===== src/rtl/beep_sched_if.sv =====
// Request/grant bundle between the application requesters and the buzzer scheduler.
interface beep_sched_if #(
    parameter int unsigned N_REQ = 4
);
    logic [N_REQ-1:0]   req;
    logic [4*N_REQ-1:0] req_cnt;
    logic               beep_en;
    logic [N_REQ-1:0]   grant;
    logic [N_REQ-1:0]   ack;
    logic               busy;

    // Application side: raises requests, watches grant/ack.
    modport master (
        output req,
        output req_cnt,
        input  beep_en,
        input  grant,
        input  ack,
        input  busy
    );

    // Scheduler side.
    modport slave (
        input  req,
        input  req_cnt,
        output beep_en,
        output grant,
        output ack,
        output busy
    );
endinterface


===== src/rtl/beep_sched.sv =====
// Round-robin buzzer scheduler: grants one requester at a time and times
// its burst of beeps (ON_CYC on, OFF_CYC off per beep) on a single enable.
module beep_sched #(
    parameter int unsigned N_REQ   = 4,
    parameter int unsigned ON_CYC  = 5_000_000,
    parameter int unsigned OFF_CYC = 5_000_000
) (
    input  logic        clk,
    input  logic        rst,
    beep_sched_if.slave bus
);
    localparam int unsigned IDX_W   = (N_REQ > 1) ? $clog2(N_REQ) : 1;
    localparam int unsigned MAX_CYC = (ON_CYC > OFF_CYC) ? ON_CYC : OFF_CYC;
    localparam int unsigned PH_W    = (MAX_CYC > 1) ? $clog2(MAX_CYC) : 1;
    localparam int unsigned CNT_W   = 4;

    localparam logic [PH_W-1:0] ON_LOAD  = PH_W'(ON_CYC - 1);
    localparam logic [PH_W-1:0] OFF_LOAD = PH_W'(OFF_CYC - 1);

    typedef enum logic [1:0] {
        ST_IDLE = 2'd0,
        ST_ON   = 2'd1,
        ST_OFF  = 2'd2,
        ST_DONE = 2'd3
    } state_t;

    state_t             state_q;
    logic [IDX_W-1:0]   ptr_q;
    logic [IDX_W-1:0]   win_q;
    logic [CNT_W-1:0]   remain_q;
    logic [PH_W-1:0]    phase_q;
    logic               beep_en_q;
    logic [N_REQ-1:0]   grant_q;
    logic [N_REQ-1:0]   ack_q;
    logic               busy_q;

    logic               any_req_c;
    logic [IDX_W-1:0]   pick_c;
    logic [N_REQ-1:0]   pick_oh_c;
    logic [CNT_W-1:0]   pick_cnt_c;
    logic [IDX_W-1:0]   ptr_next_c;
    logic               win_req_c;

    // Rotating priority search: first set req bit at or above the pointer, wrapping.
    always_comb begin
        int unsigned idx;
        idx       = 0;
        any_req_c = 1'b0;
        pick_c    = '0;
        // Walk from farthest to nearest so the nearest set bit is written last.
        for (int k = int'(N_REQ) - 1; k >= 0; k--) begin
            idx = 32'(ptr_q) + 32'(k);
            if (idx >= N_REQ) begin
                idx = idx - N_REQ;
            end
            if (bus.req[IDX_W'(idx)]) begin
                any_req_c = 1'b1;
                pick_c    = IDX_W'(idx);
            end
        end
    end

    // Winner decode: one-hot grant, its beep count and the advanced pointer.
    always_comb begin
        pick_oh_c  = N_REQ'(1) << pick_c;
        pick_cnt_c = bus.req_cnt[{pick_c, 2'b00} +: CNT_W];
        ptr_next_c = (pick_c == IDX_W'(N_REQ - 1)) ? '0 : pick_c + IDX_W'(1);
        win_req_c  = bus.req[win_q];
    end

    // Scheduler FSM with registered outputs; abort wins over phase transitions.
    always_ff @(posedge clk or negedge rst) begin
        if (!rst) begin
            state_q   <= ST_IDLE;
            ptr_q     <= '0;
            win_q     <= '0;
            remain_q  <= '0;
            phase_q   <= '0;
            beep_en_q <= 1'b0;
            grant_q   <= '0;
            ack_q     <= '0;
            busy_q    <= 1'b0;
        end else begin
            unique case (state_q)
                ST_IDLE: begin
                    if (any_req_c) begin
                        win_q   <= pick_c;
                        grant_q <= pick_oh_c;
                        ptr_q   <= ptr_next_c;
                        busy_q  <= 1'b1;
                        if (pick_cnt_c == '0) begin
                            state_q  <= ST_DONE;
                            remain_q <= '0;
                        end else begin
                            state_q   <= ST_ON;
                            remain_q  <= pick_cnt_c;
                            phase_q   <= ON_LOAD;
                            beep_en_q <= 1'b1;
                        end
                    end
                end

                ST_ON: begin
                    if (!win_req_c) begin
                        state_q   <= ST_IDLE;
                        beep_en_q <= 1'b0;
                        grant_q   <= '0;
                        busy_q    <= 1'b0;
                        remain_q  <= '0;
                        phase_q   <= '0;
                    end else if (phase_q == '0) begin
                        state_q   <= ST_OFF;
                        remain_q  <= remain_q - CNT_W'(1);
                        phase_q   <= OFF_LOAD;
                        beep_en_q <= 1'b0;
                    end else begin
                        phase_q <= phase_q - PH_W'(1);
                    end
                end

                ST_OFF: begin
                    if (!win_req_c) begin
                        state_q   <= ST_IDLE;
                        beep_en_q <= 1'b0;
                        grant_q   <= '0;
                        busy_q    <= 1'b0;
                        remain_q  <= '0;
                        phase_q   <= '0;
                    end else if (phase_q == '0) begin
                        if (remain_q != '0) begin
                            state_q   <= ST_ON;
                            phase_q   <= ON_LOAD;
                            beep_en_q <= 1'b1;
                        end else begin
                            state_q <= ST_DONE;
                            ack_q   <= grant_q;
                            phase_q <= '0;
                        end
                    end else begin
                        phase_q <= phase_q - PH_W'(1);
                    end
                end

                ST_DONE: begin
                    // A zero-count grant enters with ack low; raise it one cycle later.
                    if (ack_q == '0) begin
                        ack_q <= grant_q;
                    end else begin
                        state_q <= ST_IDLE;
                        ack_q   <= '0;
                        grant_q <= '0;
                        busy_q  <= 1'b0;
                    end
                end

                default: begin
                    state_q   <= ST_IDLE;
                    beep_en_q <= 1'b0;
                    grant_q   <= '0;
                    ack_q     <= '0;
                    busy_q    <= 1'b0;
                end
            endcase
        end
    end

    // Drive the bundle from the registered outputs.
    assign bus.beep_en = beep_en_q;
    assign bus.grant   = grant_q;
    assign bus.ack     = ack_q;
    assign bus.busy    = busy_q;

endmodule


===== src/flat_wrapper.sv =====
// flat-port wrapper written by rule: the top's interface ports become plain ports
module beep_sched_flat 
#(
    parameter int unsigned N_REQ   = 4,
    parameter int unsigned ON_CYC  = 5_000_000,
    parameter int unsigned OFF_CYC = 5_000_000
)
  (clk, rst, bus_req, bus_req_cnt, bus_beep_en, bus_grant, bus_ack, bus_busy);
  beep_sched_if #(.N_REQ(N_REQ)) bus_i ();
  input  logic clk;
  input  logic rst;
  input wire logic [$bits(bus_i.req)-1:0] bus_req;
  input wire logic [$bits(bus_i.req_cnt)-1:0] bus_req_cnt;
  output wire logic [$bits(bus_i.beep_en)-1:0] bus_beep_en;
  output wire logic [$bits(bus_i.grant)-1:0] bus_grant;
  output wire logic [$bits(bus_i.ack)-1:0] bus_ack;
  output wire logic [$bits(bus_i.busy)-1:0] bus_busy;
  assign bus_i.req = bus_req;
  assign bus_i.req_cnt = bus_req_cnt;
  assign bus_beep_en = bus_i.beep_en;
  assign bus_grant = bus_i.grant;
  assign bus_ack = bus_i.ack;
  assign bus_busy = bus_i.busy;
  beep_sched #(.N_REQ(N_REQ), .ON_CYC(ON_CYC), .OFF_CYC(OFF_CYC)) u_core (.clk(clk), .rst(rst), .bus(bus_i));
endmodule

===== config.mk =====
export PLATFORM = sky130hd
export DESIGN_NAME = beep_sched_flat
export DESIGN_NICKNAME = d
export VERILOG_FILES = /design/src/rtl/beep_sched_if.sv /design/src/rtl/beep_sched.sv /design/src/flat_wrapper.sv
export SDC_FILE = /design/constraint.sdc
export NUM_CORES = 1
export LEC_CHECK = 0
export BUFFER_PORTS_ARGS = -buffer_cell sky130_fd_sc_hd__buf_2
export CORE_MARGIN = 2
export CORE_UTILIZATION = 59
export DETAILED_ROUTE_END_ITERATION = 12
export GPL_TIMING_DRIVEN = 0
export PLACE_DENSITY_LB_ADDON = 0.1
export SYNTH_ARGS = -nofsm -noshare
export SYNTH_HDL_FRONTEND = slang
export SYNTH_SLANG_ARGS = --single-unit

===== constraint.sdc =====
create_clock -name clk -period 3 [get_ports clk]
set_input_delay 0.6 -clock clk [delete_from_list [all_inputs] [get_ports clk]]
set_output_delay 0.6 -clock clk [all_outputs]
set_load 0.01 [all_outputs]

-- Word level (Yosys, flattened, before mapping)
Cells that the tools add are included.
- output and inout port bits: 10
- bits in writable memories: 0
- memory bits (read-only): 0
- register bits: 43
- input port bits: 22
- word-level logic and storage cells: 126
- memories kept: 0
- bits in latches: 0
- shifts and indexed selects: 2
- div/mod/pow operators: 0
- eq/ne operators: 15
- mux-type cells: 65
- order comparisons: 9
- $mul: 0
- add/sub/neg operators: 10
- bitwise logic cells: 0
- reduce and logical (&&, ||, !) cells: 16
- operator list (kind ; number):
    2-to-1 mux 23 bit ; 7
    one-hot mux 23 bit (3 select lines) ; 1
    2-to-1 mux 4 bit ; 10
    2-to-1 mux 2 bit ; 17
    one-hot mux 4 bit (3 select lines) ; 2
    logical NOT 23 bit ; 1
    subtractor 23 x 1 -> 23 bit (second input constant) ; 1
    2-to-1 mux 1 bit ; 19
    variable part select 16 x 5 -> 4 bit ; 1
    < comparator 2 x 3 -> 1 bit (second input constant) ; 5
    AND reduction 4 bit ; 3
    binary-select mux 1 bit (select 2 bit) ; 5
    inequality test 2 bit (second input constant) ; 5
    >= comparator 3 bit (second input constant) ; 3
    inequality test 3 bit (second input constant) ; 3
    logical NOT 4 bit ; 2
    one-hot mux 2 bit (4 select lines) ; 1
    one-hot mux 4 bit (2 select lines) ; 1
    subtractor 2 x 1 -> 2 bit (second input constant) ; 4
    adder 2 x 2 -> 3 bit (second input constant) ; 2
    equality test 2 bit (second input constant) ; 3
    inequality test 2 x 1 -> 1 bit (second input constant) ; 3
    one-hot mux 1 bit (3 select lines) ; 2
    AND reduction 3 bit ; 2
    other kinds (13) ; 14

-- Logic depth before layout (Yosys ltp)
- depth after elaboration: 14
- mapped depth: 12

-- Worst setup path before layout
No wires, ideal clock.
- path type: input to register
- from: input port bus_req[2]
- to: register u_core.phase_q[20]
- slack: 0.204 ns
- arrival time: 2.705 ns
- stages: 12
- cell sequence: nor2b_1 -> a311o_1 -> and2_1 -> buf_6 -> inv_6 -> a211oi_1 -> a31o_1 -> and4_1 -> buf_2 -> or3_1 -> buf_6 -> o31ai_2
- cells in the longest elaborated chain, start to end: 10
- RTL lines (what ; line ; RTL):
    start: declaration ; flat_wrapper.sv:12 ; input wire logic [$bits(bus_i.req)-1:0] bus_req;
    binary-select mux 1 bit (select 2 bit) ; beep_sched.sv:56 ; if (bus.req[IDX_W'(idx)]) begin
    2-to-1 mux 1 bit (not written as such) ; beep_sched.sv:56 ;
    2-to-1 mux 2 bit (3 in a row) ; beep_sched.sv:56 ;
    2-to-1 mux 2 bit (*) ; beep_sched.sv:56 ;
    via u_core.pick_c[1] ; beep_sched.sv:38 ; logic [IDX_W-1:0] pick_c;
    variable part select 16 x 5 -> 4 bit (*) ; beep_sched.sv:66 ; pick_cnt_c = bus.req_cnt[{pick_c, 2'b00} +: CNT_W];
    logical NOT 4 bit (*) ; beep_sched.sv:91 ; if (pick_cnt_c == '0) begin
    inequality test 2 bit (no source line) (*) ; -- ;
    AND reduction 3 bit (no source line) (*) ; -- ;
    end signal: assignment ; beep_sched.sv:117 ; phase_q <= phase_q - PH_W'(1);
    end signal: assignment ; beep_sched.sv:140 ; phase_q <= phase_q - PH_W'(1);
    end: declaration ; beep_sched.sv:31 ; logic [PH_W-1:0] phase_q;
The timed path passes the listed nets; every way through them passes the cells marked *. The select of a mux whose other input is x is not followed.
A chain may end at the register's enable or synchronous reset.

-- Worst setup path after layout
- from: register u_core.phase_q[13]
- to: register u_core.phase_q[3]
- cells in the longest elaborated chain, start to end: 4
- RTL lines (what ; line ; RTL):
    logical NOT 23 bit (*) ; beep_sched.sv:111, beep_sched.sv:129 ;
    2-to-1 mux 23 bit (on tied branches) ; beep_sched.sv:129, beep_sched.sv:111 ;
    2-to-1 mux 23 bit (on tied branches) ; beep_sched.sv:122, beep_sched.sv:104 ;
    one-hot mux 23 bit (3 select lines) (*) ; beep_sched.sv:84 ; unique case (state_q)
Mark *: on every way between the ends. The rest lies on a longest branch, timed or not.

==> qor.csv <==
stage,metric,value,unit
outcome,status,"complete, no violations",
placement,Final HPWL DP,4650,um
timing,Slew @ Worst Pin,963,ps
power,pwr dens,1160,nW/um^2
routing,DR WL/cell,15.6,um
global_routing,met3 usage,4.97,%
critical_path,Crit path top cell by count,or3_1,
synth,Mapped Area,2780,um^2
synth,Yosys top cell area share,38.7,%
critical_path,Critical path origin,u_core.phase_q[13]$_DFFE_PN0P_,
die,starting density of the core,62.6,%
clocking,postcts setup bufs,0,
synth,synthesized instance count,324,
routing,Pre-antenna DRT Iters,5,
synth,Syn. warnings,0,
job,max-cap viol count,0,
critical_path,crit-path leading delay family,simple AND/OR/NAND/NOR gates,
power,net switching power,1630,uW
synth,"FF+latch count, synth",43,
routing,Via density,6.23,
clocking,clock sink count,43,
critical_path,Crit Path Class,flip-flop to flip-flop,
power,cell internal pwr,1990,uW
clocking,Clock Path Buffers,2,
power,sequential share of power,28.0,%
timing,clk_skew,9.53,ps
global_routing,Global Route Usage Sum,26.5,%
placement,RePlAce Congestion,0.863,
critical_path,Crit path required time,3180,ps
synth,Post-Syn Area per Cell,8.58,um^2
timing,Final Max Slew Viols,0,
final_layout,Finished Core Util,70.0,%
routing,ANT nets after route,0,
timing,"Hold Vio Cnt, Final",0,
routing,via count,2581,
clocking,register clock-pin slew on the reported worst setup and hold paths,80,ps
routing,Routed Wire Length,6470,um
synth,"area leader, netlist",dfrtp_1,
die,# IOs,32,
final_layout,layout net count,395,
die,core region area,4440,um^2
power,Leak,0.00147,uW
synth,Yosys cell types,47,
synth,largest cells by area after synthesis,"dfrtp_1 39%, nand2_1 5.8%, o21ai_0 5.2%",
synth,"Seq/Total Area, Yosys",38.7,%
global_routing,first-pass GRT wire length,11200,um
clocking,CTS Buf Count,5,
critical_path,slowest CP cell,dfrtp_1,
critical_path,Worst Path Buf+Inv,2,
die,full die area,5280,um^2
routing,DRT iter0 DRCs,165,
die,Die Ht,72.6,um
critical_path,reg2reg setup slack,170,ps
critical_path,worst r2r src,u_core.phase_q[13]$_DFFE_PN0P_,
min_path,min-delay worst type,input port to asynchronous set/reset pin,
global_routing,pin count of the biggest net entering global routing,44,
critical_path,CP endpoint kind,flip-flop,
critical_path,startpoint type of the worst setup path,flip-flop,
final_layout,layout cells sized above 1,16.6,%
global_routing,GR Util met2,37.9,%
global_routing,gr busiest metal,met1,
synth,Syn Nets,357,
timing,endpoints failing setup,0,
critical_path,"Cell Chain, Critical Path",or3_1 > or3_1 > or3_1 > clkbuf_1 > o31a_1 > o21ai_1 > and2_4 > buf_4 > a31oi_1 > o22a_1,
clocking,H-tree depth,2,
global_routing,routing usage on met1,39.6,%
timing,worst hold slack,452,ps
final_layout,antenna diode count,0,
critical_path,"Arr. time, crit path",3010,ps
timing,Period minus WS final,2830,ps
critical_path,Worst R2R End,u_core.phase_q[3]$_DFFE_PN0P_,
global_routing,vias in the first global route,2484,
power,part of the power in combinational logic,60.0,%
timing,post-route clock period utilization,94.3,%
critical_path,Slowest Stage Delay on Critical Path,400,ps
die,die width,72.6,um
critical_path,Critical Path Fanout Max,10,
global_routing,GR Overflow Total,0,
final_layout,Layout area overhead,11.8,%
routing,Residual DRC,0,
timing,relative slew slack,35.8,%
power,VDD IR-drop max,0.665,mV
clocking,Root Driver,clkbuf_8,
global_routing,initial antenna violation count,0,
placement,Port-buffer cells,31,
die,row count,24,
timing,RSZ-0062 raised after global routing,false,
timing,Max Clock Freq,354,MHz
power,switching share of power,45.1,%
clocking,Clock Latency Late Sink,300,ps
power,Pwr Total,3620,uW
critical_path,Reg2Reg Depth,10,
power,clock power share,12.1,%
clocking,CTS tree,done,
[Yosys cell counts, drive strengths merged]
cell type and instances:
a211o 1, a211oi 5, a21o 5, a21oi 14, a22o 5, a22oi 1
a2bb2oi 1, a311o 1, a31o 3, a31oi 9, a41o 1, a41oi 1
and2 4, and3 7, and4 1, buf 7, clkbuf 9, dfrtp 43
ha 11, inv 13, mux2 6, mux2i 1, mux4 1, nand2 43
nand2b 9, nand3 6, nor2 25, nor2b 5, nor3 13, nor3b 1
nor4 4, nor4b 1, o21a 1, o21ai 37, o221a 1, o22a 11
o22ai 3, o31a 2, o31ai 6, o41ai 1, or3 5
[cells by family (layout without fill, tap and decap cells)]
family / after synthesis / count (layout) / share of synthesized area (%)
adders and majority gates: 11 / 11 / 4.95
and+or+nand+nor: 124 / 124 / 21.2
AOI/OAI and AO/OA: 109 / 109 / 26.7
DFF: 43 / 43 / 38.7
buffers and inverters: 29 / 67 / 4.86
muxes: 8 / 8 / 3.60
[flip-flops by register name, summed over array words and instances (netlist names)]
name                cells
u_core.bus.beep_en      1
u_core.bus.ack          4
u_core.remain_q         4
u_core.bus.grant        4
u_core.ptr_q            2
u_core.bus.busy         1
u_core.win_q            2
u_core.state_q          2
u_core.phase_q         23
[layout make-up]
cell class              count  area [um^2]
multi-input cells         252         1570
fillers                   355         1340
flip-flops and latches     43         1080
repair buffers             31          155
plain buffers              16         85.1
clock buffers               6         72.6
well taps                  52         65.1
inverters                  13         53.8
clock inverters             1         30.0
[worst reg2reg max path: stages (launching register included)]
cell and delay, ps:
dfrtp_1 400, or3_1 380, or3_1 350, or3_1 380
clkbuf_1 190, o31a_1 270, o21ai_1 110, and2_4 180
buf_4 180, a31oi_1 60, o22a_1 220
[metal layers]
| metal | share of wire (%) | up-vias |
|---|---|---|
| met1 | 49 | 1217 |
| met4 | 1.0 | 0 |
| met2 | 44 | 97 |
| met5 | 0 | - |
| met3 | 6.2 | 8 |
| li1 | - | 1259 |
[per-stage QoR]
step           setup WS [ps]  area, um^2  TNS (ps)  std cells
4_1_cts                 56.8        3100         0        414
5_1_grt                 54.4        3110         0        414
2_1_floorplan            204        2780         0        324
3_5_place_dp            -139        3000     -1900        407
3_3_place_gp            -103        3000     -1130        407
6_report                 172        3110         0        414
[placed cells by master, fill, tap and decap left out, drive strengths merged, types with 5 or more instances in the layout]
master	n
nand3	6
o21ai	37
nand2b	9
a31oi	9
or3	5
buf	38
a21o	5
o31ai	6
clkbuf	15
inv	13
nand2	43
ha	11
nor2	25
nor2b	5
and3	7
mux2	6
a21oi	14
a211oi	5
nor3	13
dfrtp	43
o22a	11
a22o	5
[repair_timing]
item / in CTS / in global routing
endpoints found under the setup margin: 0 / 9
hold buffers: 0 / 0
hold endpoints to repair: 0 / 0
gates resized for setup: 0 / 5
[how the worst max path moves through the flow]
stage	depth (start not counted)	endpoint	slack [ps]
floorplan	12	u_core.phase_q[20]$_DFFE_PN0P_	200
CTS	10	u_core.phase_q[3]$_DFFE_PN0P_	60
global route	8	u_core.remain_q[3]$_DFFE_PN0P_	50
global placement	12	u_core.phase_q[20]$_DFFE_PN0P_	-100
detailed placement	12	u_core.phase_q[6]$_DFFE_PN0P_	-140
finish	10	u_core.phase_q[3]$_DFFE_PN0P_	170
[power by group through the flow]
stage / Clock, uW / Combinational (uW) / Sequential, uW
4_1_cts: 441 / 2130 / 1010
3_3_place_gp: 0 / 2050 / 1010
2_1_floorplan: 0 / 1610 / 1000
5_1_grt: 473 / 2410 / 1040
6_report: 438 / 2170 / 1010
3_5_place_dp: 0 / 2120 / 1010
No activity file was read; power rests on OpenSTA's default activity.
